===== src/rtl/pipelined_add_sub.sv =====
// rtl/pipelined_add_sub.sv - STAGES-deep carry-chunked add/subtract unit with valid/ready handshake
module pipelined_add_sub #(
    parameter int WIDTH  = 32,
    parameter int STAGES = 4
) (
    input  logic             clk,
    input  logic             rst,
    input  logic             in_valid,
    output logic             in_ready,
    input  logic [WIDTH-1:0] a,
    input  logic [WIDTH-1:0] b,
    input  logic             cin,
    input  logic             sub,
    output logic             out_valid,
    input  logic             out_ready,
    output logic [WIDTH-1:0] sum,
    output logic             cout,
    output logic             ovf,
    output logic             zero
);
    localparam int C = WIDTH / STAGES;

    logic advance;
    assign advance  = !out_valid || out_ready;
    assign in_ready = advance;

    for (genvar k = 0; k < STAGES; k++) begin : g_stage
        // Operand bits still to be added (chunk k and above) and result bits done so far
        localparam int HI = (STAGES - k) * C;
        logic [HI-1:0]      a_i;
        logic [HI-1:0]      b_i;
        logic               c_i;
        logic               v_i;
        logic [C:0]         chunk;
        logic [(k+1)*C-1:0] s_i;

        if (k == 0) begin : g_in
            assign a_i = a;
            assign b_i = sub ? ~b : b;
            assign c_i = sub | cin;
            assign v_i = in_valid;
            assign s_i = chunk[C-1:0];
        end else begin : g_in
            assign a_i = g_stage[k-1].g_reg.a_r;
            assign b_i = g_stage[k-1].g_reg.b_r;
            assign c_i = g_stage[k-1].g_reg.c_r;
            assign v_i = g_stage[k-1].g_reg.v_r;
            assign s_i = {chunk[C-1:0], g_stage[k-1].g_reg.s_r};
        end

        assign chunk = {1'b0, a_i[C-1:0]} + {1'b0, b_i[C-1:0]} + {{C{1'b0}}, c_i};

        if (k < STAGES - 1) begin : g_reg
            logic [HI-C-1:0]    a_r;
            logic [HI-C-1:0]    b_r;
            logic               c_r;
            logic               v_r;
            logic [(k+1)*C-1:0] s_r;

            always_ff @(posedge clk or posedge rst) begin
                if (rst) begin
                    v_r <= 1'b0;
                    a_r <= '0;
                    b_r <= '0;
                    c_r <= 1'b0;
                    s_r <= '0;
                end else if (advance) begin
                    v_r <= v_i;
                    a_r <= a_i[HI-1:C];
                    b_r <= b_i[HI-1:C];
                    c_r <= chunk[C];
                    s_r <= s_i;
                end
            end
        end else begin : g_out
            // Result registers only load on a real op so they stay 0 until the first result
            always_ff @(posedge clk or posedge rst) begin
                if (rst) begin
                    out_valid <= 1'b0;
                    sum       <= '0;
                    cout      <= 1'b0;
                    ovf       <= 1'b0;
                    zero      <= 1'b0;
                end else if (advance) begin
                    out_valid <= v_i;
                    if (v_i) begin
                        sum  <= s_i;
                        cout <= chunk[C];
                        ovf  <= a_i[C-1] ^ b_i[C-1] ^ s_i[WIDTH-1] ^ chunk[C];
                        zero <= ~|s_i;
                    end
                end
            end
        end
    end
endmodule


===== config.mk =====
export PLATFORM = sky130hd
export DESIGN_NAME = pipelined_add_sub
export DESIGN_NICKNAME = d
export VERILOG_FILES = /design/src/rtl/pipelined_add_sub.sv
export SDC_FILE = /design/constraint.sdc
export NUM_CORES = 1
export LEC_CHECK = 0
export CORE_ASPECT_RATIO = 0.5
export CORE_MARGIN = 5
export CORE_UTILIZATION = 56
export DETAILED_ROUTE_END_ITERATION = 12
export PLACE_DENSITY_LB_ADDON = 0.05
export SLEW_MARGIN = 20
export SYNTH_ARGS = -nofsm -noshare
export SYNTH_HDL_FRONTEND = slang
export SYNTH_SLANG_ARGS = --single-unit
export TNS_END_PERCENT = 10

===== constraint.sdc =====
create_clock -name clk -period 7.38 [get_ports clk]
set_input_delay 0.738 -clock clk [delete_from_list [all_inputs] [get_ports clk]]
set_output_delay 0.738 -clock clk [all_outputs]
set_load 0.05 [all_outputs]

==> flow_summary.ini <==
[clocking]
clk_path_buf_depth = 2
tritoncts = done
cts_made_buffers = 17
cts.clk_slew.worst_paths_ns = 0.07
clock-sinks = 186
cts.repair.resized = 0
cts-root-buf = clkbuf_16
holdBufCountCts = 0
cts_setup_buffers = 0
clock_latency_ns = 0.42
cts.htree.levels = 4

[synthesis]
synth_cells = 876
yosysUniqueCellTypes = 44
netlist_area_um2 = 8450
synthesis.nets = 982
synth_edf_count = 0
syn_area_per_cell_um2 = 9.64
yosysTopAreaCell = dfrtp_1
synth_commonest_cells = nand2_1, dfrtp_1, xnor2_1
synth_most_common_cell = nand2_1
netlist.area_leader.share_pct = 55.1
ys_ff_latch = 186
ys_warn_count = 0
synth-main-ff-cell = dfrtp_1
synthTopCellsByArea = dfrtp_1, nand2_1, ha_1
ys_seq_area_share_pct = 55.1
async_flop_share_pct = 100

[pwr]
ir_drop_mv = 0.343
p_seq_share_pct = 38.0
p_sw_w = 0.00191
combPwrFrac_pct = 41.9
clockPowerShare_pct = 20.1
switching_share_pct = 40.7
p_leak_nw = 4.90
internal_power_w = 0.00278
p_per_area_nw_per_um2 = 458

[die]
start_util_pct = 57.8
fp-row-count = 31
chipWidth_um = 184
core_um2 = 14600
ios = 107
dieArea_um2 = 17800
dieHeight_um = 96.9

[layout]
fill_cells = 1157
fin_cells = 1176
diodes = 0
area_delta_synth_final_pct = 21.1
stdcell_area_um2 = 10200
layout-drive-gt1-share_pct = 6.03
nNetsFinal = 1071

[status]
run_status = finished, final reports clean

[routing]
ant_nets = 0
wl_per_cell_um = 15.1
dr.pass1.iters = 5
drc = 0
avgViaCountPerCell = 5.21
vias = 6124
routed_wirelength_um = 17800
drt_first_iter_violations = 337

[worst_setup_path]
crit_buf_inv = 4
r2r_setup_slack_ns = 4.42
critPathTopFamily = buffers and inverters
r2r_cells = 5
worstSetupPathType = input port to output pin
worstReg2RegStart = out_valid$_DFFE_PP0N_
cp_max_fo = 99
worstPathArrival_ns = 3.30
cpMostUsedCell = clkdlybuf4s50_1
slowest_stage = clkdlybuf4s50_1
endpoint_kind = output pin
cp-start-kind = input port
worstPathCellList = clkdlybuf4s50_1 > nor2b_4 > buf_4 > inv_4 > clkdlybuf4s50_1
cpPeakStageDelay_ns = 0.83
r2r_end = sum[19]$_DFFE_PP0P_
critPathRequiredTime_ns = 6.64

[timing]
fin_skew_ns = 0.0108
worstMarginPinSlew_ns = 1.02
rsz0062_at_grt = false
min_period_over_period_pct = 54.7
min_period_ns = 4.03
holdWs_ns = 0.460
slew_violations = 0
max_freq_ghz = 0.248
tns_ns = 0
slew_headroom_pct = 32.1
final_hold_viol_count = 0
setup_viol = 0

[global_routing]
grt_start_max_net_pins = 112
grt_pass1_wl_um = 30300
gr-total-overflow = 0
grt_pass1_vias = 6078
track_usage_pct = 20.8
antenna_found_initial = 1

[min_path]
hold_class = flip-flop to flip-flop
hold_depth = 2
worstHoldEndpoint = g_stage[2].g_reg.b_r[1]$_DFFE_PP0N_
worstHoldStart = g_stage[1].g_reg.b_r[9]$_DFFE_PP0N_

[placed_design]
placedCellCount = 1143
place.gp.congestion = 0.825
placed_area_um2 = 9600
place.port_buffers = 106
dpl.hpwl_um = 12300

[flow_run]
cap_violations = 0
metrics by stage:
step                      total power [W]  util, %  setup WS [ns]
after global routing              0.00502     70.0           3.14
final                             0.00469     70.0           3.35
after global placement            0.00370     65.6           3.31
after floorplan                   0.00318        -           1.58
after detailed placement          0.00376     65.6           3.31
after CTS                         0.00472     69.8           3.30
worst max path at each step:
stage	endpoint	slack, ns	start	cells after the start
after detailed placement	in_ready	3.31	out_ready	5
after global routing	in_ready	3.14	out_ready	5
final	in_ready	3.35	out_ready	5
after global placement	in_ready	3.31	out_ready	5
after floorplan	cout$_DFFE_PP0P_	1.58	rst	1
after CTS	in_ready	3.30	out_ready	5
cell type report:
type / count / area (um2) / area share, %
Inverter: 20 / 82.6 / 0.807
Sequential cell: 186 / 4650 / 45.5
Timing Repair Buffer: 111 / 1110 / 10.9
Clock inverter: 13 / 154 / 1.50
Tap cell: 198 / 248 / 2.42
Clock buffer: 19 / 453 / 4.43
Multi-Input combinational cell: 629 / 3530 / 34.5
power by group through the flow:
stage	logic [W]	clock network [W]	registers, W
5_1_grt	0.00218	0.00100	0.00184
3_3_place_gp	0.00192	0	0.00178
4_1_cts	0.00198	0.000953	0.00178
2_1_floorplan	0.00116	0	0.00202
6_report	0.00197	0.000942	0.00178
3_5_place_dp	0.00196	0	0.00180
sequential cells by signal, indices dropped and copies added, names as in the netlist:
name	cells
g_stage.g_reg.c_r	3
sum	32
out_valid	1
g_stage.g_reg.a_r	48
cout	1
g_stage.g_reg.s_r	48
ovf	1
zero	1
g_stage.g_reg.b_r	48
g_stage.g_reg.v_r	3
kinds of logic (layout without fill, tap and decap cells):
family	Yosys count	in the layout	share of synthesized area, %
simple gates	417	417	19.6
flops	186	186	55.1
compound gates	100	100	7.36
buf+inv	61	163	3.15
xor+xnor	48	48	4.98
fa+ha+maj	36	36	6.04
mux	28	28	3.73
layer usage:
metal	vias to the layer above	global-route usage (%)	share of wire (%)
met5	-	0	0
met4	0	4.20	0.67
met3	10	4.05	3.6
met2	131	31.6	45
met1	2981	31.6	51
li1	3002	-	-
tightest hold or removal path, cell delays in order, from the launching register on:
cell and delay, ns:
dfrtp_1 0.34, nand2_1 0.05, nand2_1 0.05
cell usage in the layout, fill, tap and decap left out, types with 10 or more instances in the layout:
master             n
clkdlybuf4s50_1  105
nor2_1            24
ha_1              28
o31ai_1           10
xor2_1            14
o21ai_1           17
a21oi_1           12
mux2_1            17
dfrtp_1          186
o21ai_0           29
nor3_1            11
inv_1             18
mux2_2            11
xnor2_1           34
nand2_1          354
clkbuf_16         17
Note: power is estimated with default switching activity, not from simulation.
